<file path="config.mk">
export PLATFORM = sky130hd
export DESIGN_NAME = clock_enable_manager
export DESIGN_NICKNAME = d
export VERILOG_FILES = /design/src/rtl/clock_enable_manager.sv
export SDC_FILE = /design/constraint.sdc
export NUM_CORES = 1
export LEC_CHECK = 0
export ABC_AREA = 1
export BUFFER_PORTS_ARGS = -buffer_cell sky130_fd_sc_hd__buf_2
export CORE_MARGIN = 4
export CORE_UTILIZATION = 55
export DETAILED_ROUTE_END_ITERATION = 7
export PLACE_DENSITY = 0.76
export SYNTH_ARGS = -nofsm -noshare
export SYNTH_HDL_FRONTEND = slang
export SYNTH_SLANG_ARGS = --single-unit
</file>
<file path="constraint.sdc">
create_clock -name clk_system -period 1.9 [get_ports clk_system]
set_clock_uncertainty 0.1 [all_clocks]
set_input_delay 0.475 -clock clk_system [delete_from_list [all_inputs] [get_ports clk_system]]
set_output_delay 0.475 -clock clk_system [all_outputs]
set_load 0.02 [all_outputs]
</file>
<file path="src/rtl/clock_enable_manager.sv">
// Lock-qualified reset sequencer with per-domain divided clock-enable ticks.
// state        | meaning
// WAIT_LOCK    | all domain resets held, waiting for synchronised lock
// STABILIZE    | lock seen, counting the stable-lock interval
// RELEASE      | releasing domain resets one by one, RELEASE_GAP apart
// RUN          | all domains out of reset, system_ready high
module clock_enable_manager #(
  parameter int NUM_CHANNEL        = 4,
  parameter int DIV_WIDTH          = 16,
  parameter int LOCK_STABLE_CYCLES = 1024,
  parameter int RELEASE_GAP        = 16
) (
  input  logic                             clk_system,
  input  logic                             rst_system,
  input  logic                             pll_locked,
  input  logic [NUM_CHANNEL*DIV_WIDTH-1:0] div_value,
  input  logic                             div_update,
  output logic [NUM_CHANNEL-1:0]           tick,
  output logic [NUM_CHANNEL-1:0]           rstnn_channel,
  output logic                             system_ready,
  output logic [7:0]                       lock_loss_count
);

  localparam int SW = $clog2(LOCK_STABLE_CYCLES + 1);
  localparam int GW = $clog2(RELEASE_GAP + 1);
  localparam int CW = $clog2(NUM_CHANNEL + 1);

  typedef enum logic [1:0] {ST_WAIT_LOCK, ST_STABILIZE, ST_RELEASE, ST_RUN} state_t;

  logic                   sync1_q, locked_sync_q;
  state_t                 state_q, state_d;
  logic [SW-1:0]          stab_q, stab_d;
  logic [GW-1:0]          gap_q, gap_d;
  logic [CW-1:0]          ch_q, ch_d;
  logic [NUM_CHANNEL-1:0] rstnn_q, rstnn_d;
  logic                   ready_q, ready_d;
  logic [7:0]             loss_q, loss_d;

  logic [DIV_WIDTH-1:0]   shadow_q [NUM_CHANNEL];
  logic [DIV_WIDTH-1:0]   shadow_d [NUM_CHANNEL];
  logic [DIV_WIDTH-1:0]   cnt_q    [NUM_CHANNEL];
  logic [DIV_WIDTH-1:0]   cnt_d    [NUM_CHANNEL];
  logic [DIV_WIDTH-1:0]   pend_q   [NUM_CHANNEL];
  logic [DIV_WIDTH-1:0]   pend_d   [NUM_CHANNEL];
  logic [NUM_CHANNEL-1:0] pv_q, pv_d;
  logic [NUM_CHANNEL-1:0] tick_q, tick_d;

  always_comb begin
    state_d = state_q;
    stab_d  = stab_q;
    gap_d   = gap_q;
    ch_d    = ch_q;
    rstnn_d = rstnn_q;
    ready_d = ready_q;
    loss_d  = loss_q;
    case (state_q)
      ST_WAIT_LOCK: begin
        rstnn_d = '0;
        ready_d = 1'b0;
        if (locked_sync_q) begin
          state_d = ST_STABILIZE;
          stab_d  = '0;
        end
      end
      ST_STABILIZE: begin
        if (stab_q == SW'(LOCK_STABLE_CYCLES - 1)) begin
          state_d = ST_RELEASE;
          rstnn_d = NUM_CHANNEL'(1);
          gap_d   = '0;
          ch_d    = '0;
        end else begin
          stab_d = stab_q + SW'(1);
        end
      end
      ST_RELEASE: begin
        if (ch_q == CW'(NUM_CHANNEL - 1)) begin
          state_d = ST_RUN;
          ready_d = 1'b1;
        end else if (gap_q == GW'(RELEASE_GAP - 1)) begin
          // releases are strictly in order, so the mask is a thermometer code
          rstnn_d = (rstnn_q << 1) | NUM_CHANNEL'(1);
          ch_d    = ch_q + CW'(1);
          gap_d   = '0;
        end else begin
          gap_d = gap_q + GW'(1);
        end
      end
      default: ;
    endcase
    if (state_q != ST_WAIT_LOCK && !locked_sync_q) begin
      state_d = ST_WAIT_LOCK;
      rstnn_d = '0;
      ready_d = 1'b0;
      stab_d  = '0;
      gap_d   = '0;
      ch_d    = '0;
      loss_d  = (loss_q == 8'hFF) ? loss_q : loss_q + 8'd1;
    end
  end

  always_comb begin
    shadow_d = shadow_q;
    cnt_d    = cnt_q;
    pend_d   = pend_q;
    pv_d     = pv_q;
    tick_d   = '0;
    for (int i = 0; i < NUM_CHANNEL; i++) begin
      if (!rstnn_q[i]) begin
        // a channel held in reset has no period to protect: take the new divisor now
        if (div_update) begin
          shadow_d[i] = div_value[i*DIV_WIDTH +: DIV_WIDTH];
        end else if (pv_q[i]) begin
          shadow_d[i] = pend_q[i];
        end
        pv_d[i]  = 1'b0;
        cnt_d[i] = '0;
      end else begin
        if (tick_q[i]) begin
          if (pv_q[i]) shadow_d[i] = pend_q[i];
          pv_d[i]  = 1'b0;
          cnt_d[i] = '0;
        end else begin
          cnt_d[i] = cnt_q[i] + DIV_WIDTH'(1);
        end
        if (div_update) begin
          pend_d[i] = div_value[i*DIV_WIDTH +: DIV_WIDTH];
          pv_d[i]   = 1'b1;
        end
      end
      if (!rstnn_d[i]) begin
        cnt_d[i] = '0;
      end else begin
        tick_d[i] = (cnt_d[i] == shadow_d[i]);
      end
    end
  end

  always_ff @(posedge clk_system) begin
    if (rst_system) begin
      sync1_q       <= 1'b0;
      locked_sync_q <= 1'b0;
      state_q       <= ST_WAIT_LOCK;
      stab_q        <= '0;
      gap_q         <= '0;
      ch_q          <= '0;
      rstnn_q       <= '0;
      ready_q       <= 1'b0;
      loss_q        <= '0;
      pv_q          <= '0;
      tick_q        <= '0;
      for (int i = 0; i < NUM_CHANNEL; i++) begin
        shadow_q[i] <= div_value[i*DIV_WIDTH +: DIV_WIDTH];
        cnt_q[i]    <= '0;
        pend_q[i]   <= '0;
      end
    end else begin
      sync1_q       <= pll_locked;
      locked_sync_q <= sync1_q;
      state_q       <= state_d;
      stab_q        <= stab_d;
      gap_q         <= gap_d;
      ch_q          <= ch_d;
      rstnn_q       <= rstnn_d;
      ready_q       <= ready_d;
      loss_q        <= loss_d;
      pv_q          <= pv_d;
      tick_q        <= tick_d;
      shadow_q      <= shadow_d;
      cnt_q         <= cnt_d;
      pend_q        <= pend_d;
    end
  end

  assign tick            = tick_q;
  assign rstnn_channel   = rstnn_q;
  assign system_ready    = ready_q;
  assign lock_loss_count = loss_q;

endmodule

</file>
==> Yosys cells after proc, flatten, opt, wreduce, memory -nomap -nowiden <==
Cells that the tools add are included.
{ "word_totals": {"register_bits": 236, "inputBits": 68, "out_inout_bits": 17, "elab_cells": 148} }
{ "op_classes": {"add_sub_neg": 8, "eq_ne": 16, "muxes": 55, "bitwise_logic": 9, "reduce_logical": 31} }
{ "ops": {"columns": ["op", "count"], "rows": [
  ["16-bit 2-to-1 mux", 24],
  ["16-bit by 1-bit adder with 16-bit output, second input constant", 4],
  ["16-bit == test", 4],
  ["64-bit 2-to-1 mux", 1],
  ["11-bit 2-to-1 mux", 2],
  ["11-bit one-hot mux with 2 select lines", 1],
  ["2-bit OR reduction", 9],
  ["4-bit 2-to-1 mux", 4],
  ["2-bit nonzero test", 8],
  ["5-bit 2-to-1 mux", 3],
  ["2-bit inequality test, second input constant", 6],
  ["4-bit one-hot mux with 3 select lines", 1],
  ["2-bit AND reduction", 6],
  ["11-bit by 1-bit adder with 11-bit output, second input constant", 1],
  ["11-bit by 10-bit == test with 1-bit output, second input constant", 1],
  ["5-bit one-hot mux with 2 select lines", 1],
  ["1-bit 2-to-1 mux", 9],
  ["3-bit 2-to-1 mux", 3],
  ["1-bit inverter", 9],
  ["8-bit by 1-bit adder with 8-bit output, second input constant", 1],
  ["8-bit == test, second input constant", 1],
  ["4-bit AND reduction", 2],
  ["2-bit 2-to-1 mux", 3],
  ["2-bit one-hot mux with 3 select lines", 1],
  ["13 further kinds", 14]
]} }

==> Logic depth before layout (Yosys ltp) <==
Gate-level depths: netlist of the first run.
{ "logic_depth": {"ltp_word": 7, "mapped_depth": 16} }

==> Worst setup path before layout of the first run <==
Ideal clock, no wire load.
{ "synth_path": {"path_kind": "register -> register", "startpoint": "register stab_q[0]", "endpoint": "register stab_q[2]", "setup_ps": 70, "t_arrival_ps": 1674, "required_ps": 1730, "slack_ps": 56, "stages_incl_launch_ff": 11, "synth_period_minus_slack_ps": 1844, "cell_sequence": "dfxtp_1 -> ha_1 -> nand2_1 -> nor2_1 -> nand3_1 -> nand2_1 -> a21oi_1 -> inv_1 -> nor2_1 -> o21ai_0 -> a21oi_1"} }
{ "synth_between": {"elab_chain_cells": 3, "word_cells_on_any_way": 6} }
{ "synth_rtl": {"columns": ["item", "line_no", "rtl"], "rows": [
  ["start: declaration", "32", "logic [SW-1:0] stab_q, stab_d;"],
  ["start signal: assignment", "160", "stab_q <= stab_d;"],
  ["11-bit by 1-bit adder with 11-bit output / 11-bit by 10-bit == test with 1-bit output (equally long branches)", "72, 66", null],
  ["11-bit 2-to-1 mux / 2-bit inequality test (equally long branches)", null, null],
  ["11-bit one-hot mux with 2 select lines / 3-bit AND reduction (equally long branches)", null, null]
]} }
Parallel ways exist; a longest one is shown, timed or not. The select of a mux whose other input is x is not followed.
A chain may end at the register's enable or synchronous reset.

==> Worst setup path in the final report of the first run <==
{ "layout_path": {"startpoint": "register rstnn_q[0] (netlist: rstnn_channel[0])", "endpoint": "output rstnn_channel[0]"} }
{ "layout_rtl": {"columns": ["item", "line_no", "rtl"], "rows": [
  ["start: declaration", "35", "logic [NUM_CHANNEL-1:0] rstnn_q, rstnn_d;"],
  ["start signal: assignment", "163", "rstnn_q <= rstnn_d;"],
  ["end: declaration", "19", "output logic [NUM_CHANNEL-1:0] rstnn_channel,"]
]} }
No word-level cell between the ends.

==> results of run 1 <==
==> synth_stat cells, types with 14 or more instances <==
cell type	instances	area share
a21oi_1	114	0.044
dfxtp_1	236	0.36
nand2_1	672	0.19
o22ai_1	14	0.0067
nor2_1	258	0.074
ha_1	14	0.013
inv_1	278	0.080
clkbuf_1	31	0.0089
nand4_1	52	0.025
o21ai_0	192	0.074
buf_2	28	0.011
nand3_1	148	0.057
==> sequential cells by signal, indices dropped and copies added (netlist names) <==
signal           count
ch_q                 3
cnt_q               64
gap_q                5
lock_loss_count      8
locked_sync_q        1
pend_q              64
pv_q                 4
rstnn_channel        4
shadow_q            64
stab_q              11
state_q              2
sync1_q              1
system_ready         1
tick                 4
==> cell type report <==
| class | count | area (um2) |
|---|---|---|
| Inverter | 288 | 1101 |
| Timing Repair Buffer | 270 | 2105 |
| Tap cell | 319 | 399.1 |
| Multi-Input combinational cell | 1546 | 7300 |
| Sequential cell | 236 | 4768 |
| Clock inverter | 10 | 102.6 |
| Clock buffer | 41 | 830.8 |
| Fill cell | 1993 | 6797 |
==> cell usage in the layout, fill, tap and decap left out, types with 7 or more instances in the layout <==
cell and instances:
nand2_1 652, inv_1 268, nor2_1 237, dfxtp_1 215, o21ai_0 180, buf_4 161
nand3_1 136, a21oi_1 108, buf_2 84, nand4_1 52, clkbuf_16 31, nand2_2 22
nor2_2 19, buf_12 19, o22ai_1 14, dfxtp_2 14, o21ai_1 13, inv_2 12
or2_2 11, o21bai_1 11, nor2_4 10, nand3_2 10, nand3b_1 8, nor3_1 7
clkinv_2 7, dfxtp_4 7
==> stage by stage <==
stage          setup TNS (ns)  utilization  hold slack [ns]  instances  cell area [um2]
4_1_cts                     0       0.6866          0.01965       2696            16070
3_3_place_gp           -1.072       0.6445           0.3027       2645            15080
5_1_grt               -0.3578       0.7096          0.04216       2710            16610
6_report                    0       0.7096          0.03453       2710            16610
2_1_floorplan               0            -           0.2883       2138            13050
3_5_place_dp           -2.254       0.6445           0.3047       2645            15080
==> tightest hold or removal path: stages <==
cell and delay, ns:
buf_2 0.07, inv_1 0.03, nor2_1 0.06
==> report_power, final <==
part,switching (mW),total [mW],internal [mW]
registers,0.115,5.26,5.15
clock network,2.14,5.42,3.28
logic,1.30,2.20,0.901
total,3.55,12.9,9.33
==> per-layer routing <==
metal	vias up	share of wire	wire length [um]
met4	0	0.029	1114
li1	7291	-	-
met2	455	0.46	17490
met3	79	0.062	2324
met1	6553	0.45	16860
met5	-	0	0
==> timing repair <==
action / CTS / global route
resized for setup: 20 / 138
endpoints found under the setup margin: 81 / 88
gates cloned: 0 / 2
pin swaps: 3 / 33
buffers inserted: 0 / 13
==> logic make-up after synthesis <==
group	Yosys count	share of synthesized area
AO/OA/AOI/OAI	352	0.1425
XOR/XNOR	3	0.002014
adder cells (fa/ha/maj)	14	0.01343
buffers and inverters	356	0.1069
flip-flops	236	0.3621
multiplexers	3	0.002302
AND/OR/NAND/NOR	1174	0.3707
==> path summary, 6_finish.rpt <==
check	start	endpoint	slack, ns	cells past startpoint
max	rstnn_channel[0]	rstnn_channel[0]	0.06	2
min	pll_locked	sync1_q	0.03	3
max reg2reg	stab_q[0]	tick[2]	0.06	12
min reg2reg	sync1_q	locked_sync_q	0.31	2
==> key figures, run 1 <==
Setup path
  – Worst path bufs/invs: 2
  – Critical-path top delay cell: dfxtp_2
  – Critical path class: flip-flop to output port
  – Endpoint type of the worst setup path: output port
  – Req. time, crit path: about 1.3 ns
  – Worst Setup Start Kind: flip-flop
  – Crit-path cells: buf_4, buf_2
  – Largest stage delay, worst path: 0.38 ns
  – Worst Path Max Fanout: 5
  – Top delay family on crit path: flip-flops
  – WP data arrival: 1.27 ns

Status
  – Outcome: finished, final reports clean

Global route
  – Vias in the first global route: around 13,000
  – Initial antenna violation count: 0
  – Total gr overflow: 0
  – Met3 Usage GRT: 0.03121
  – First-pass GRT wire length: ~61,000 um
  – Met1 Use GR: 0.3697
  – Gr busiest metal: met2
  – Met2 Track Usage GR: 0.4566
  – Total GRT Usage: 0.2718
  – Pin count of the biggest net entering global routing: 57

Flow run
  – Max-capacitance violation count: 0

STA
  – Final Hold Fails: 0
  – Slew HR: 0.7502
  – Unrepaired setup endpoints after global routing: true
  – Final setup vio count: 0
  – Final Max Slew Viols: 0
  – Min Tclk post-route: around 1.8 ns
  – Fmax: between 0.5 and 0.6 GHz
  – Worst Tran Pin Value: 0.3747 ns
  – Crit share post-route: 0.9709
  – Final WS setup: approximately 0.055 ns

Placement
  – Post-DP HPWL: 26,340 um
  – Pre-CTS setup slack: -0.2061 ns
  – IO Port Bufs: 84
  – Final GP Congestion: about 0.94

Power and ir drop
  – Total power: 12.88 mW
  – Peak supply drop: 751.5 uV
  – Pwr Density: just under 800 nW/um2
  – Pleak: 7.915 nW

Clocking
  – Clk sink count: between 200 and 250
  – Clock tree buffer depth: 3
  – Skew-Pair Late Insertion Delay: around 0.54 ns
  – Worst-path clk slew: about 0.060 ns
  – Hold_buf cts: 0
  – TritonCTS clock tree: built
  – H-tree lvl count: 1
  – CTS Buf Count: 28
  – CTS Root Buffer Type: clkbuf_16

Logic synthesis
  – Sequential cell area fraction in the yosys report: 0.3621
  – Post-synth EDFFs: 0
  – Syn Std Cell Area: 13,050 um2
  – Syn_area_per_cell: slightly above 6 um2
  – Asr flop ratio synth: 0
  – Top_reg_cell synth: dfxtp_1
  – Synthesized Nets: approximately 2,200
  – Post-synthesis cell count: 2,138
  – Synth warn: 0
  – Yosys reg bits: roughly 240
  – Library cells used by synthesis: 39

Die
  – Row count: 56
  – Die ar.: approximately 26,000 um2
  – # IOs: 85
  – Chip Width: between 150 and 200 um
  – Initial core utilization: 0.5575
  – Core Area: 23,400 um2
  – Chip height: around 160 um

Routing
  – Drt first-iter violations: 1,179
  – DRC Markers: 0
  – TritonRoute pass-1 iters: 7
  – Routed length per placed instance: approximately 14 um
  – Number of vias per cell: 5.306
  – Final antenna-violating net count: 0
  – Total Wirelength: 37,780 um
  – Vias: 14,380

Layout
  – N_diodes: 0
  – Final #Nets: ~2,500
  – Layout cells sized above 1: 0.1890
  – Area grow syn2layout: 27.28%

Hold path
  – Hold crit path type: input port to flip-flop
No activity file was read; power rests on OpenSTA's default activity.
==> inputs of run 2 (changes only) <==
--- a/config.mk
+++ b/config.mk
@@ -7,8 +7,8 @@
 export LEC_CHECK = 0
 export ABC_AREA = 1
-export BUFFER_PORTS_ARGS = -buffer_cell sky130_fd_sc_hd__buf_2
 export CORE_MARGIN = 4
-export CORE_UTILIZATION = 55
+export CORE_UTILIZATION = 58
 export DETAILED_ROUTE_END_ITERATION = 7
+export DONT_BUFFER_PORTS = 1
 export PLACE_DENSITY = 0.76
 export SYNTH_ARGS = -nofsm -noshare
==> constraint.sdc (replaced) <==
create_clock -name clk_system -period 1.9 [get_ports clk_system]
set_clock_uncertainty 0.1 [all_clocks]
set_input_delay 0 -clock clk_system [delete_from_list [all_inputs] [get_ports clk_system]]
set_output_delay 0 -clock clk_system [all_outputs]
set_load 0.02 [all_outputs]
==> key figures, run 2 (synthesis gave the netlist of run 1 again) <==
Die
  – Core Area: 21,960 um2 (-6.2%)
  – Chip height: 158.0 um (-2.5%)
  – Chip Width: 158.0 um (-2.5%)
  – Row count: 54 (-3.6%)
  – Initial core utilization: 0.5941 (+0.03666)
  – Die ar.: 24,960 um2 (-4.9%)
  – # IOs: 85 (unchanged)

Global route
  – First-pass GRT wire length: 62,950 um (+3.0%)
  – Total gr overflow: 0 (unchanged)
  – Total GRT Usage: 0.3015 (+0.02971)
  – Initial antenna violation count: 0 (unchanged)
  – Pin count of the biggest net entering global routing: 82 (+44%)
  – Vias in the first global route: 13,480 (+1.7%)

Clocking
  – Skew-Pair Late Insertion Delay: 0.53 ns (about the same)
  – Worst-path clk slew: 0.06 ns (about the same)
  – CTS Root Buffer Type: clkbuf_16
  – Clock tree buffer depth: 3 (unchanged)
  – TritonCTS clock tree: built
  – CTS Buf Count: 26 (-7.1%)
  – Clk sink count: 236 (unchanged)
  – H-tree lvl count: 1 (unchanged)

Setup path
  – Most common cell on crit path: nand2_1
  – Worst Setup Start Kind: flip-flop
  – WP data arrival: 2.29 ns (+1.02 ns)
  – Internal reg-to-reg setup slack: -0.02 ns (-0.08 ns)
  – Top delay family on crit path: simple AND/OR/NAND/NOR gates
  – Critical-path top delay cell: dfxtp_1
  – Reg2Reg Depth: 12 (unchanged)
  – Reg2Reg Launch Point: rstnn_channel[1]
  – Worst path bufs/invs: 3 (+1)
  – Endpoint type of the worst setup path: flip-flop
  – Worst Path Max Fanout: 8 (+3)
  – Critical path class: flip-flop to flip-flop
  – Largest stage delay, worst path: 0.34 ns (-0.04 ns)
  – Reg-to-reg endpoint: tick[1]
  – Req. time, crit path: 2.26 ns (+0.94 ns)
  – Crit-path cells: buf_4, nand2_1, buf_4, o21ai_0, nor2_2, inv_1, nand2_1, nand2_1, nand2_1, nor2_2, nand2_2, nor3_2

Layout
  – N_diodes: 0 (unchanged)
  – Layout cells sized above 1: 0.1411 (-0.04793)
  – Area grow syn2layout: 29.51%
  – Commonest non-fill, non-tap cell in the layout: nand2_1
  – Cell area after layout: 16,900 um2 (+1.7%)
  – Filler Cell Count: 1,696 (-15%)
  – Area of the multi-input gates: 7297 um2 (about the same)
  – Biggest regs: cnt_q (64), pend_q (64), shadow_q (64)
  – Final #Nets: 2,443 (-0.37%)
  – Most frequent cells in the layout: 648 x nand2_1, 267 x inv_1, 229 x nor2_1
  – FF/Latch Area: 4753 um2 (-0.31%)

Routing
  – Drt first-iter violations: 1,128 (-4.3%)
  – Routed length per placed instance: 14.99 um (+7.5%)
  – DRC Markers: 0 (unchanged)
  – Final antenna-violating net count: 0 (unchanged)
  – Total Wirelength: 39,880 um (+5.6%)
  – TritonRoute pass-1 iters: 6 (-1)
  – Number of vias per cell: 5.464 (+3.0%)
  – Vias: 14,540 (+1.1%)

STA
  – Min Tclk post-route: 1.923 ns (+0.07869 ns)
  – Unrepaired setup endpoints after global routing: true
  – Setup TNS Final: -0.02340 ns (-0.02340 ns)
  – Final WS setup: -0.02340 ns (-0.07869 ns)
  – Final Max Slew Viols: 0 (unchanged)
  – Worst Tran Pin Value: 0.7412 ns (+0.3664 ns)
  – Fmax: 0.5199 GHz (-4.1%)
  – Hold_ws: -0.3081 ns (-0.3427 ns)
  – Final Hold Fails: 75 (+75)
  – Final setup vio count: 1 (+1)
  – Crit share post-route: 1.012 (+0.04142)
  – Slew HR: 0.5052 (-0.2450)

Power and ir drop
  – Pint: 9.149 mW (-1.9%)
  – Logic pwr share: 0.169 (-0.002)
  – Peak supply drop: 726.2 uV (-3.4%)
  – Clock share of power: 0.414 (-0.007)
  – Seq pwr share: 0.417 (+0.008)
  – Pleak: 7.769 nW (-1.9%)
  – Sw power: 3.455 mW (-2.6%)
  – Pwr Density: 746.0 nW/um2 (-3.8%)
  – Sw Ratio: 0.2741 (-0.001356)

Hold path
  – Hold EP: shadow_q[1]
  – Worst Hold Path Cells: 4 (+1)
  – Hold crit path type: input port to flip-flop
  – Hold wc startpoint: div_update

Flow run
  – Max-capacitance violation count: 0 (unchanged)

Status
  – Failing checks: hold timing, setup timing
  – Outcome: complete, but fails checks

Placement
  – IO Port Bufs: 0 (-100%)
  – DP Area: 14,170 um2 (-6.1%)
  – Post-DP HPWL: 25,720 um (-2.4%)
  – Pre-CTS setup slack: -0.09464 ns (+0.1115 ns)
  – Final GP Congestion: 0.8691 (-7.7%)
-- run 2: final cells by class --
type | count | area share
multi-input combinational | 1546 | 0.4319
sequential | 236 | 0.2813
timing repair buffer | 262 | 0.1477
inverter | 288 | 0.06554
clock buffer | 37 | 0.04636
tap | 280 | 0.02073
clock inverter | 11 | 0.006220
timing repair inverter | 1 | 0.0002962
-- run 2: layer usage --
metal,share of wire,GRT usage,up-vias
met3,0.073,0.05960,105
met4,0.031,0.09261,0
li1,-,-,7289
met1,0.42,0.3737,6610
met2,0.48,0.5300,537
met5,0,0,-
-- run 2: how the worst max path moves through the flow --
stage	startpoint	to	slack, ns	cells past startpoint
2_1_floorplan	stab_q[0]	stab_q[2]	0.06	10
3_3_place_gp	rstnn_channel[3]	tick[3]	0.06	13
3_5_place_dp	stab_q[0]	stab_q[8]	-0.09	10
4_1_cts	cnt_q[33]	tick[1]	0.0006	14
5_1_grt	pv_q[0]	tick[0]	-0.16	13
6_report	rstnn_channel[1]	tick[1]	-0.02	12
-- run 2: stage by stage --
stage	hold WS, ns	util	cells	total power, mW
floorplan	0.006061	-	2138	6.508
global placement	-0.02138	0.6452	2478	6.994
detailed placement	-0.01947	0.6452	2478	7.045
CTS	-0.3027	0.7395	2639	12.47
global route	-0.2626	0.7695	2661	13.11
finish	-0.3081	0.7695	2661	12.60
-- run 2: power groups by stage --
stage / sequential [mW] / combinational (mW) / clock, mW
floorplan: 5.36 / 1.15 / 0
global placement: 5.34 / 1.65 / 0
detailed placement: 5.35 / 1.69 / 0
CTS: 5.25 / 1.97 / 5.25
global route: 5.27 / 2.39 / 5.45
finish: 5.25 / 2.13 / 5.22
-- run 2: timing repair --
item / CTS / global route
hold buffers: 113 / 6
setup endpoints to repair: 7 / 97
resized for setup: 7 / 151
gates cloned: 0 / 5
setup buffers: 0 / 13
hold endpoints to repair: 195 / 63
pin swaps: 0 / 32
-- run 2: worst min-delay path: stages --
cell and delay, ns:
o21ai_1 0.08, nand2_1 0.09, nand2_1 0.05, o21ai_0 0.06
